[config.mk]
export PLATFORM = sky130hd
export DESIGN_NAME = sdram_req_arbiter_flat
export DESIGN_NICKNAME = d
export VERILOG_FILES = /design/src/rtl/sdram_req_arbiter_if.sv /design/src/rtl/sdram_req_arbiter.sv /design/src/flat_wrapper.sv
export SDC_FILE = /design/constraint.sdc
export NUM_CORES = 1
export LEC_CHECK = 0
export BUFFER_PORTS_ARGS = -buffer_cell sky130_fd_sc_hd__buf_4
export CAP_MARGIN = 10
export CORE_ASPECT_RATIO = 1.2
export CORE_MARGIN = 2
export CORE_UTILIZATION = 41
export CTS_BUF_LIST = sky130_fd_sc_hd__clkbuf_2 sky130_fd_sc_hd__clkbuf_4 sky130_fd_sc_hd__clkbuf_8
export CTS_CLUSTER_SIZE = 24
export DETAILED_ROUTE_END_ITERATION = 12
export GPL_TIMING_DRIVEN = 1
export PLACE_DENSITY = 0.8
export SLEW_MARGIN = 20
export SYNTH_ARGS = -nofsm -noshare
export SYNTH_HDL_FRONTEND = slang
export SYNTH_SLANG_ARGS = --single-unit
[constraint.sdc]
create_clock -name mem_clock -period 1.85 [get_ports mem_clock]
set_clock_uncertainty 0.2 [all_clocks]
set_input_delay 0.0925 -clock mem_clock [delete_from_list [all_inputs] [get_ports mem_clock]]
set_output_delay 0.0925 -clock mem_clock [all_outputs]
set_load 0.02 [all_outputs]
[src/rtl/sdram_req_arbiter_if.sv]
// Request bus between the SDRAM arbiter, its two clients and the controller
// application port.
//   master : the arbiter side (drives acks, strobes and the app request)
//   slave  : the environment side (clients + controller)
// Signals: mem_ready, fifo_level, rd_req/rd_addr/rd_ack,
//          wr_req/wr_addr/wr_ack/wr_next/wr_done,
//          app_req/app_req_addr/app_req_len/app_req_wr_n/app_req_ack,
//          app_wr_next_req, app_last_wr, busy.
interface sdram_req_arbiter_if #(
  parameter int ADDR_W = 25
);
  logic              mem_ready;
  logic [1:0]        fifo_level;
  logic              rd_req;
  logic [ADDR_W-1:0] rd_addr;
  logic              rd_ack;
  logic              wr_req;
  logic [ADDR_W-1:0] wr_addr;
  logic              wr_ack;
  logic              wr_next;
  logic              wr_done;
  logic              app_req;
  logic [ADDR_W-1:0] app_req_addr;
  logic [8:0]        app_req_len;
  logic              app_req_wr_n;
  logic              app_req_ack;
  logic              app_wr_next_req;
  logic              app_last_wr;
  logic              busy;

  modport master (
    input  mem_ready, fifo_level, rd_req, rd_addr, wr_req, wr_addr,
           app_req_ack, app_wr_next_req, app_last_wr,
    output rd_ack, wr_ack, wr_next, wr_done,
           app_req, app_req_addr, app_req_len, app_req_wr_n, busy
  );

  modport slave (
    output mem_ready, fifo_level, rd_req, rd_addr, wr_req, wr_addr,
           app_req_ack, app_wr_next_req, app_last_wr,
    input  rd_ack, wr_ack, wr_next, wr_done,
           app_req, app_req_addr, app_req_len, app_req_wr_n, busy
  );
endinterface

[src/rtl/sdram_req_arbiter.sv]
// Two-client arbiter for the single SDRAM controller request port.
// Reads (video) win by default; a streak counter forces a pending write
// after MAX_RD_STREAK consecutive reads, and a nearly-full video FIFO
// also lets a pending write go first. Write data strobes are routed to
// the write client for the duration of the burst.
// Ports:
//   mem_clock : controller clock, all logic on rising edge
//   reset     : synchronous, active-high
//   bus       : sdram_req_arbiter_if.master (clients + controller app port)
module sdram_req_arbiter #(
  parameter int ADDR_W        = 25,
  parameter int RD_LEN        = 4,
  parameter int WR_LEN        = 4,
  parameter int MAX_RD_STREAK = 8
) (
  input  logic                 mem_clock,
  input  logic                 reset,
  sdram_req_arbiter_if.master  bus
);
  localparam int SW = $clog2(MAX_RD_STREAK + 1);
  localparam logic [SW-1:0] STREAK_MAX = SW'(MAX_RD_STREAK);

  typedef enum logic [1:0] {IDLE, RD_REQ, WR_REQ, WR_DATA} state_t;

  state_t            state_q, state_d;
  logic              app_req_q, app_req_d;
  logic [ADDR_W-1:0] addr_q, addr_d;
  logic [8:0]        len_q, len_d;
  logic              wr_n_q, wr_n_d;
  logic              wr_done_q, wr_done_d;
  logic [SW-1:0]     streak_q, streak_d;
  logic              force_wr;

  always_comb begin
    state_d   = state_q;
    app_req_d = app_req_q;
    addr_d    = addr_q;
    len_d     = len_q;
    wr_n_d    = wr_n_q;
    wr_done_d = 1'b0;
    streak_d  = streak_q;
    force_wr  = bus.wr_req & ((streak_q == STREAK_MAX) | (bus.fifo_level == 2'b11));
    case (state_q)
      IDLE: begin
        // a vanished writer ends any read streak
        if (!bus.wr_req) streak_d = '0;
        if (bus.mem_ready) begin
          if (bus.rd_req && !force_wr) begin
            addr_d    = bus.rd_addr;
            len_d     = 9'(RD_LEN);
            wr_n_d    = 1'b1;
            app_req_d = 1'b1;
            state_d   = RD_REQ;
          end else if (bus.wr_req) begin
            addr_d    = bus.wr_addr;
            len_d     = 9'(WR_LEN);
            wr_n_d    = 1'b0;
            app_req_d = 1'b1;
            state_d   = WR_REQ;
          end
        end
      end
      RD_REQ: begin
        if (bus.app_req_ack) begin
          app_req_d = 1'b0;
          state_d   = IDLE;
          // only reads that overtook a waiting write count toward the streak
          if (bus.wr_req && streak_q != STREAK_MAX) streak_d = streak_q + 1'b1;
        end
      end
      WR_REQ: begin
        if (bus.app_req_ack) begin
          app_req_d = 1'b0;
          streak_d  = '0;
          state_d   = WR_DATA;
        end
      end
      WR_DATA: begin
        if (bus.app_last_wr) begin
          wr_done_d = 1'b1;
          state_d   = IDLE;
        end
      end
      default: state_d = IDLE;
    endcase
  end

  always_ff @(posedge mem_clock) begin
    if (reset) begin
      state_q   <= IDLE;
      app_req_q <= 1'b0;
      addr_q    <= '0;
      len_q     <= 9'(RD_LEN);
      wr_n_q    <= 1'b1;
      wr_done_q <= 1'b0;
      streak_q  <= '0;
    end else begin
      state_q   <= state_d;
      app_req_q <= app_req_d;
      addr_q    <= addr_d;
      len_q     <= len_d;
      wr_n_q    <= wr_n_d;
      wr_done_q <= wr_done_d;
      streak_q  <= streak_d;
    end
  end

  assign bus.app_req      = app_req_q;
  assign bus.app_req_addr = addr_q;
  assign bus.app_req_len  = len_q;
  assign bus.app_req_wr_n = wr_n_q;
  assign bus.wr_done      = wr_done_q;
  assign bus.busy         = (state_q != IDLE);
  // acks and data strobes are pass-through so the client sees them in the
  // same cycle the controller raises them
  assign bus.rd_ack       = (state_q == RD_REQ)  & bus.app_req_ack;
  assign bus.wr_ack       = (state_q == WR_REQ)  & bus.app_req_ack;
  assign bus.wr_next      = (state_q == WR_DATA) & bus.app_wr_next_req;
endmodule
[src/flat_wrapper.sv]
// flat-port wrapper written by rule: the top's interface ports become plain ports
module sdram_req_arbiter_flat 
#(
  parameter int ADDR_W        = 25,
  parameter int RD_LEN        = 4,
  parameter int WR_LEN        = 4,
  parameter int MAX_RD_STREAK = 8
)
  (mem_clock, reset, bus_mem_ready, bus_fifo_level, bus_rd_req, bus_rd_addr, bus_wr_req, bus_wr_addr, bus_app_req_ack, bus_app_wr_next_req, bus_app_last_wr, bus_rd_ack, bus_wr_ack, bus_wr_next, bus_wr_done, bus_app_req, bus_app_req_addr, bus_app_req_len, bus_app_req_wr_n, bus_busy);
  sdram_req_arbiter_if #(.ADDR_W(ADDR_W)) bus_i ();
  input  logic mem_clock;
  input  logic reset;
  input wire logic [$bits(bus_i.mem_ready)-1:0] bus_mem_ready;
  input wire logic [$bits(bus_i.fifo_level)-1:0] bus_fifo_level;
  input wire logic [$bits(bus_i.rd_req)-1:0] bus_rd_req;
  input wire logic [$bits(bus_i.rd_addr)-1:0] bus_rd_addr;
  input wire logic [$bits(bus_i.wr_req)-1:0] bus_wr_req;
  input wire logic [$bits(bus_i.wr_addr)-1:0] bus_wr_addr;
  input wire logic [$bits(bus_i.app_req_ack)-1:0] bus_app_req_ack;
  input wire logic [$bits(bus_i.app_wr_next_req)-1:0] bus_app_wr_next_req;
  input wire logic [$bits(bus_i.app_last_wr)-1:0] bus_app_last_wr;
  output wire logic [$bits(bus_i.rd_ack)-1:0] bus_rd_ack;
  output wire logic [$bits(bus_i.wr_ack)-1:0] bus_wr_ack;
  output wire logic [$bits(bus_i.wr_next)-1:0] bus_wr_next;
  output wire logic [$bits(bus_i.wr_done)-1:0] bus_wr_done;
  output wire logic [$bits(bus_i.app_req)-1:0] bus_app_req;
  output wire logic [$bits(bus_i.app_req_addr)-1:0] bus_app_req_addr;
  output wire logic [$bits(bus_i.app_req_len)-1:0] bus_app_req_len;
  output wire logic [$bits(bus_i.app_req_wr_n)-1:0] bus_app_req_wr_n;
  output wire logic [$bits(bus_i.busy)-1:0] bus_busy;
  assign bus_i.mem_ready = bus_mem_ready;
  assign bus_i.fifo_level = bus_fifo_level;
  assign bus_i.rd_req = bus_rd_req;
  assign bus_i.rd_addr = bus_rd_addr;
  assign bus_i.wr_req = bus_wr_req;
  assign bus_i.wr_addr = bus_wr_addr;
  assign bus_i.app_req_ack = bus_app_req_ack;
  assign bus_i.app_wr_next_req = bus_app_wr_next_req;
  assign bus_i.app_last_wr = bus_app_last_wr;
  assign bus_rd_ack = bus_i.rd_ack;
  assign bus_wr_ack = bus_i.wr_ack;
  assign bus_wr_next = bus_i.wr_next;
  assign bus_wr_done = bus_i.wr_done;
  assign bus_app_req = bus_i.app_req;
  assign bus_app_req_addr = bus_i.app_req_addr;
  assign bus_app_req_len = bus_i.app_req_len;
  assign bus_app_req_wr_n = bus_i.app_req_wr_n;
  assign bus_busy = bus_i.busy;
  sdram_req_arbiter #(.ADDR_W(ADDR_W), .RD_LEN(RD_LEN), .WR_LEN(WR_LEN), .MAX_RD_STREAK(MAX_RD_STREAK)) u_core (.mem_clock(mem_clock), .reset(reset), .bus(bus_i));
endmodule
==> impl_metrics.csv <==
group,metric,value,unit
detailed_routing,post-route-drc-count,0,
detailed_routing,drt-wirelength-per-cell,14.9,um
setup_path,cp_top_family,"compound AO/OA/AOI/OAI gates",
placed_design,hpwl,3500,um
yosys,yosysSeqAreaShare,38.3,%
grt,grt_pass1_vias,2063,
cts,clk_latency,280,ps
cts,clock-sinks,34,
job,maxCapViolCount,0,
cts,cts.clk_slew.worst_paths,70,ps
timing,fmax,555,MHz
status,status,"finished, final reports clean",
cts,cts_buffer_depth,2,
cts,htree_levels,2,
timing,hold_viol_final,0,
placed_design,port_buffers,91,
cts,cts_root_buf,"clkbuf_8",
grt,grt_usage,25.6,%
detailed_routing,drt_iter0_markers,235,
hold_path,holdCritPathClass,"input pin to register",
die,start_util,42.3,%
grt,grt_pass1_wl,9800,um
timing,period_minus_slack,1800,ps
grt,grt_max_degree,32,
finish,fill_cells,276,
setup_path,critPathKind,"register to register",
setup_path,critPathRequiredTime,1870,ps
die,core_area,4200,um^2
setup_path,crit_chain,"inv_1, ha_1, nand4b_1, and3_4, buf_4, a211o_1, a21oi_2",
detailed_routing,routed_via_density,5.01,
setup_path,crit_fanout,5,
cts,post_cts_buffers,0,
die,die_w,64.1,um
timing,setup_viol,0,
finish,insertedDiodeCount,0,
yosys,yosys_warnings,0,
cts,cts_buffers,5,
detailed_routing,firstDrtPassIters,4,
timing,fin_crit_sh,97.4,%
detailed_routing,dr_total_vias,2113,
placed_design,dpl.cell_count,361,
power,p_per_area,1100,nW/um^2
cts,cts_tree,"done",
yosys,syn-instance-count,218,
setup_path,crit_arrival,1820,ps
yosys,synth_top_area_share,38.3,%
grt,antenna_found_initial,0,
placed_design,gp_congestion,0.776,
detailed_routing,wirelength,6280,um
finish,final_cells,422,
yosys,synth_top_cell_by_area,"dfxtp_1",
die,io_pins,101,
yosys,netlist_top_cells_area,"dfxtp_1 (38%), a211oi_1 (10%), a21oi_1 (7.9%)",
setup_path,cpPeakStageDelay,330,ps
finish,layout.nets,432,
yosys,synth.avg_cell_area,8.14,um^2
yosys,ys_seq_elements,34,
setup_path,critPathSlowestCell,"dfxtp_2",
setup_path,cp_num_buf_inv,2,
power,peakVddDrop,0.698,mV
yosys,synth_cell_types,35,
finish,drive_above_1_share,36.3,%
finish,utilization,75.8,%
power,power_leakage,1.47,nW
die,die-area,4870,um^2
setup_path,startpoint_type,"register",
finish,area_growth,79.1,%
die,die_height,76.1,um
timing,slew_violations,0,
detailed_routing,ant_nets,0,
setup_path,end_kind,"register",
die,placementRows,26,
yosys,synth_area,1780,um^2
grt,grt-ovfl-total,0,
## worst paths after layout
kind	from	endpoint	slack [ps]	cells after the start
setup / recovery	u_core.streak_q[0]$_SDFFE_PP0P_	u_core.state_q[1]$_SDFFE_PP0P_	50	7
hold / removal	reset	u_core.bus.wr_done$_SDFF_PP0_	20	2
setup reg to reg	u_core.streak_q[0]$_SDFFE_PP0P_	u_core.state_q[1]$_SDFFE_PP0P_	50	7
hold reg to reg	u_core.bus.app_req$_SDFFE_PP0P_	u_core.bus.app_req$_SDFFE_PP0P_	270	2
## state kept, by name (all words and copies together) (netlist names)
signal                   cells
u_core.bus.app_req           1
u_core.bus.app_req_wr_n      1
u_core.bus.wr_done           1
u_core.bus.app_req_addr     25
u_core.streak_q              4
u_core.state_q               2
## cell families after synthesis
family                   count (synthesis)  share of synthesized area, %
multiplexers                             3                          1.76
buffers and inverters                   28                          10.4
XOR/XNOR                                 1                         0.493
other                                    2                         0.423
flip-flops                              34                          38.3
AO/OA/AOI/OAI                           64                          24.0
AND/OR/NAND/NOR                         79                          19.6
adder cells (fa/ha/maj)                  7                          4.93
## cell usage in the layout (no fill, tap or decap), types with 2 or more instances in the layout
master / n
nor2_1: 29
a21oi_2: 3
dfxtp_2: 3
o21ai_0: 2
ha_2: 2
ha_1: 5
nand3_1: 2
nand2_1: 33
a211o_1: 2
buf_4: 101
nand2b_1: 3
mux2i_1: 2
and2_1: 5
conb_1: 9
clkbuf_8: 6
a211oi_1: 20
a21oi_1: 27
a211oi_2: 5
inv_1: 5
dlygate4sd3_1: 52
dfxtp_1: 31
## where the power goes
group          internal [W]  switching (W)
Combinational      0.000869        0.00101
Sequential         0.000926       0.000113
Clock              0.000315       0.000270
Total               0.00211        0.00140
## synth_stat cells, drive strengths merged
library cell,count
nand4b,1
nor2,29
inv,6
and4b,1
a211oi,25
nand2b,3
o21a,1
a211o,2
mux2i,2
nand2,34
nand3b,1
o221ai,1
o21bai,1
a21oi,30
o21ai,2
buf,19
a221oi,1
a22o,1
nand4,1
nand3,3
ha,7
and2,5
xnor2,1
clkbuf,3
mux2,1
dfxtp,34
conb,2
and3,1
## routing by layer
layer  global-route usage [%]  part of all wire (%)  vias up
met2                     47.1                    54      102
met1                     27.7                    37      969
met5                        0                     0        -
met4                     11.7                   3.1        0
met3                     4.43                   6.4       18
li1                         -                     -     1024
## worst register-to-register path: cells and delay by family (launching register included)
| kind | cells | cell delay, ps |
|---|---|---|
| adder cells (fa/ha/maj) | 1 | 180 |
| AO/OA/AOI/OAI | 2 | 410 |
| flip-flops | 1 | 330 |
| AND/OR/NAND/NOR | 2 | 380 |
| buffers and inverters | 2 | 230 |
## area by class of cell
class,count,area (um^2),area share [%]
repair buffers,155,1320,41.6
multi-input cells,163,985,31.0
flip-flops and latches,34,684,21.5
clock buffers,7,90.1,2.83
well taps,56,70.1,2.20
inverters,6,22.5,0.708
clock inverters,1,5.00,0.157
## stage by stage
stage	cell area (um^2)	worst slack, ps	TNS [ps]	total power [W]	hold slack, ps
2_1_floorplan	1800	15.6	0	0.00213	13.5
6_report	3180	48.5	0	0.00351	19.7
4_1_cts	3110	17.2	0	0.00339	0.443
3_5_place_dp	2490	-11.2	-11.2	0.00272	133
5_1_grt	3180	-19.9	-21.7	0.00372	37.8
3_3_place_gp	2490	32.1	0	0.00268	120
## timing repair
item,CTS,global route
pin swaps,0,2
gates resized for setup,1,14
endpoints found under the hold margin,27,0
hold buffers,52,0
gates cloned,0,1
setup endpoints to repair,3,31
(Power assumes the default switching activity.)
